<file path="config.mk">
export PLATFORM = sky130hd
export DESIGN_NAME = serial_nibble_adder_ctrl
export DESIGN_NICKNAME = d
export VERILOG_FILES = /design/src/rtl/serial_nibble_adder_ctrl.sv
export SDC_FILE = /design/constraint.sdc
export NUM_CORES = 1
export LEC_CHECK = 0
export CAP_MARGIN = 25
export CORE_ASPECT_RATIO = 1.75
export CORE_MARGIN = 5
export CORE_UTILIZATION = 33
export DETAILED_ROUTE_END_ITERATION = 10
export GPL_ROUTABILITY_DRIVEN = 0
export GPL_TIMING_DRIVEN = 1
export PLACE_DENSITY = 0.54
export SLEW_MARGIN = 40
export SYNTH_ARGS = -nofsm -noshare
export SYNTH_HDL_FRONTEND = slang
export SYNTH_SLANG_ARGS = --single-unit
</file>
<file path="constraint.sdc">
create_clock -name clk -period 4 [get_ports clk]
set_input_delay 0.8 -clock clk [delete_from_list [all_inputs] [get_ports clk]]
set_output_delay 0.8 -clock clk [all_outputs]
set_load 0.01 [all_outputs]
</file>
<file path="src/rtl/serial_nibble_adder_ctrl.sv">
// serial_nibble_adder_ctrl
// Adds two WIDTH-bit operands one nibble per clock, LSB nibble first,
// reusing a single 4-bit add stage with the carry held in a register.
// Results are published only on completion. A one-cycle done pulse marks a new s/c/v.
module serial_nibble_adder_ctrl #(
  parameter int unsigned WIDTH = 16
) (
  input  logic             clk,
  input  logic             rst,
  input  logic             start,
  input  logic [WIDTH-1:0] a,
  input  logic [WIDTH-1:0] b,
  input  logic             cin,
  output logic             busy,
  output logic             done,
  output logic [WIDTH-1:0] s,
  output logic             c,
  output logic             v
);

  localparam int unsigned NIBBLES = WIDTH / 4;
  localparam int unsigned CW      = (NIBBLES > 1) ? $clog2(NIBBLES) : 1;

  typedef enum logic {IDLE, ADD} state_t;

  state_t           state, state_n;
  logic [CW-1:0]    count, count_n;
  logic             carry, carry_n;
  logic [WIDTH-1:0] areg, areg_n;
  logic [WIDTH-1:0] breg, breg_n;
  logic [WIDTH-1:0] work, work_n;
  logic [WIDTH-1:0] s_n;
  logic             busy_n, done_n, c_n, v_n;

  logic [3:0]       anib, bnib;
  logic [4:0]       sum5;
  logic [3:0]       low4;
  logic             last;

  // 4-bit add stage on the nibble selected by count
  always_comb begin
    anib = '0;
    bnib = '0;
    for (int unsigned i = 0; i < NIBBLES; i++) begin
      if (count == CW'(i)) begin
        anib = areg[4*i +: 4];
        bnib = breg[4*i +: 4];
      end
    end
    sum5 = {1'b0, anib} + {1'b0, bnib} + {4'b0, carry};
    // carry into bit 3 of the nibble; on the MSB nibble this is the carry into bit WIDTH-1
    low4 = {1'b0, anib[2:0]} + {1'b0, bnib[2:0]} + {3'b0, carry};
    last = (count == CW'(NIBBLES - 1));
  end

  // next-state and next-output logic
  always_comb begin
    state_n = state;
    count_n = count;
    carry_n = carry;
    areg_n  = areg;
    breg_n  = breg;
    work_n  = work;
    s_n     = s;
    c_n     = c;
    v_n     = v;
    busy_n  = busy;
    done_n  = 1'b0;
    case (state)
      IDLE: begin
        busy_n = 1'b0;
        if (start) begin
          areg_n  = a;
          breg_n  = b;
          carry_n = cin;
          count_n = '0;
          busy_n  = 1'b1;
          state_n = ADD;
        end
      end
      ADD: begin
        for (int unsigned i = 0; i < NIBBLES; i++) begin
          if (count == CW'(i)) begin
            work_n[4*i +: 4] = sum5[3:0];
          end
        end
        carry_n = sum5[4];
        count_n = count + 1'b1;
        if (last) begin
          s_n     = work_n;
          c_n     = sum5[4];
          v_n     = low4[3] ^ sum5[4];
          busy_n  = 1'b0;
          done_n  = 1'b1;
          state_n = IDLE;
        end
      end
      default: state_n = IDLE;
    endcase
  end

  // state and output registers with synchronous reset
  always_ff @(posedge clk) begin
    if (rst) begin
      state <= IDLE;
      count <= '0;
      carry <= 1'b0;
      areg  <= '0;
      breg  <= '0;
      work  <= '0;
      s     <= '0;
      c     <= 1'b0;
      v     <= 1'b0;
      busy  <= 1'b0;
      done  <= 1'b0;
    end else begin
      state <= state_n;
      count <= count_n;
      carry <= carry_n;
      areg  <= areg_n;
      breg  <= breg_n;
      work  <= work_n;
      s     <= s_n;
      c     <= c_n;
      v     <= v_n;
      busy  <= busy_n;
      done  <= done_n;
    end
  end

endmodule

</file>
==> impl_metrics.toml <==
[sta]
finalSetupViolations = 0
worstMarginPinSlew_ns = 0.781
fin_crit_ns = 3.19
maxSlewViolCount = 0
rsz0062_at_grt = "false"
setup_tns_ns = 0
hold_ws_ns = 0.450
finalCritPeriodShare_pct = 79.7
hold_violations = 0
skew_ns = 0.00410
slew_headroom_pct = 47.9
fmax_mhz = 313

[grt]
antenna_found_initial = 0
grt_pass1_wl_um = 12000
track_usage_pct = 14.1
grt-ovfl-total = 0
grt_max_degree = 51
grt_pass1_vias = 2535

[route]
vias_per_cell = 4.82
drcViolationCount = 0
drtIter0Drc = 83
wire_per_inst_um = 13.7
postRouteAntennaNets = 0
via_count = 2593
routed_wl_um = 7340
dr.pass1.iters = 4

[critical_path]
critPathSlowestCell = "xnor2_1"
timing.rr.start = "count[0]"
worst-r2r-cell-count = 12
path_max_fanout = 17
path_class = "flip-flop to flip-flop"
crit_arrival_ns = 3.40
reg2reg_to = "s[10]"
critical_path_required_ns = 4.21
cp-startpoint = "count[0]"
end_kind = "flip-flop"
critical_path.max_stage_delay_ns = 0.48
reg2reg_setup_slack_ns = 0.81
worst_setup_path_start_kind = "flip-flop"
worstSetupEndpoint = "s[10]"
crit_chain = "inv_1, ha_1, a221oi_1, nor3_1, a21oi_1, fa_1, inv_1, fa_1, xnor2_1, a211oi_1, a21oi_1, nor2_1"

[min_path]
min_path_type = "flip-flop to flip-flop"

[synth]
synth_largest_area_cell = "dfxtp_1"
synth_seq_area_share_pct = 45.1
yosysMostFrequentCell = "nand2_1"
synth_commonest_cells = "nand2_1 (94), dfxtp_1 (68), a21oi_1 (66)"
ys_async_sr_fraction_pct = 0
yosysTopAreaCellShare_pct = 45.1
yosysWarnings = 0
synth-seq-cells = 68
synth.distinct_cells = 36
synth_nets = 418
ys_top_cells_by_area = "dfxtp_1 (45%), nand2_1 (12%), a21oi_1 (11%)"
synth_area_um2 = 3020
syn_inst = 373
postSynthAreaPerCell_um2 = 8.10
synth_top_flop_cell = "dfxtp_1"
synth-edff-count = 0

[floorplanning]
die_w_um = 82.3
rows = 46
die_area_um2 = 11200
core_area_um2 = 9040
die_h_um = 137
ioPinCount = 56
start_util_pct = 33.4

[cells_and_area]
areaGrowthSynthToFinish_pct = 27.4
seqCellArea_um2 = 1360
n_antenna_cell = 0
multi_input_comb_area_um2 = 1470
nets = 458
final_layout_size_suffix_gt1_share_pct = 6.22
fillers = 968

[clock_tree]
cts-buffers-inserted = 9
cts-resized-gates = 0
cts_hold_buf = 0
clkTransAtPathRegs_ns = 0.05
cts_tree = "built"
clkSinkCount = 68
insertion_delay_ns = 0.33
htree_levels = 3
clock-root-buffer = "clkbuf_16"
post_cts_buffers = 0
cts_max_path_buffers = 2

[place]
port_buffers = 55
post-dp-hpwl_um = 5530

[status]
outcome = "finished clean"

[power]
p_leak_nw = 1.37
peakVddDrop_uv = 251
powerDensity_nw_per_um2 = 420

[run]
drv_cap = 0
## metal layers
layer | GRT usage (%) | wire length (um) | vias up
met5 | 0 | 0 | -
met4 | 7.95 | 241 | 0
met3 | 2.50 | 252 | 14
met2 | 25.7 | 4040 | 46
met1 | 14.7 | 2810 | 1191
li1 | - | - | 1342
## metrics by stage
stage | setup slack (ns) | util (%) | instances | area [um^2] | total power, mW
global placement | 0.911 | 39.6 | 522 | 3580 | 0.932
finish | 0.810 | 42.6 | 538 | 3850 | 1.61
CTS | 0.797 | 42.6 | 538 | 3850 | 1.64
floorplan | 1.23 | - | 373 | 3020 | 0.864
detailed placement | 0.792 | 39.7 | 522 | 3580 | 0.936
global route | 0.419 | 42.6 | 538 | 3850 | 1.70
## worst min-delay path by stage
stage,start,end,cells past startpoint
final,busy,busy,2
after global routing,work[5],work[5],2
after CTS,busy,busy,2
after detailed placement,busy,busy,2
after global placement,busy,busy,2
after floorplan,areg[0],areg[0],2
## flip-flops by register name (all words and copies together) (netlist names)
register	flops
areg	16
breg	16
busy	1
c	1
carry	1
count	2
done	1
s	16
state	1
v	1
work	12
## final cells by class
class	instances	area share, %
Clock buffer	14	6.60
Clock inverter	2	0.260
Inverter	5	0.488
Timing Repair Buffer	60	15.2
Multi-Input combinational cell	269	38.2
Sequential cell	68	35.4
Tap cell	120	3.90
## critical path: cells and delay by family, from the launching register on
kind | cells | cell delay, ns
fa+ha+maj | 3 | 1.07
compound gates | 4 | 0.91
xor+xnor | 1 | 0.48
flops | 1 | 0.35
buf+inv | 2 | 0.14
simple gates | 2 | 0.13
## cells in the final DEF, fill, tap and decap left out, types with 3 or more instances in the layout
cell	synthesis	routed
nand3b_1	10	10
o31ai_1	4	4
nor3b_1	3	3
a21oi_1	66	66
nor2b_1	5	4
buf_4	1	6
clkdlybuf4s50_1	0	54
nand4_1	3	3
a211oi_1	15	15
ha_1	7	7
nor3_1	4	4
mux2i_1	3	3
and2_1	4	4
clkbuf_16	0	9
nand2_1	94	94
o211ai_1	3	3
nor2_1	22	22
dfxtp_1	68	68
clkbuf_1	9	4
inv_1	5	5
o21ai_0	6	6
## cells by family after synthesis
family	Yosys count	synth area share [%]
flip-flops	68	45.1
multiplexers	3	0.994
XOR/XNOR	2	0.580
AO/OA/AOI/OAI	105	20.5
adder cells (fa/ha/maj)	9	4.22
AND/OR/NAND/NOR	150	22.2
buffers and inverters	36	6.42
## power by group
group,switching (mW),internal (mW)
Sequential,0.0191,0.707
Combinational,0.107,0.0856
Clock,0.262,0.434
(Power assumes the default switching activity.)
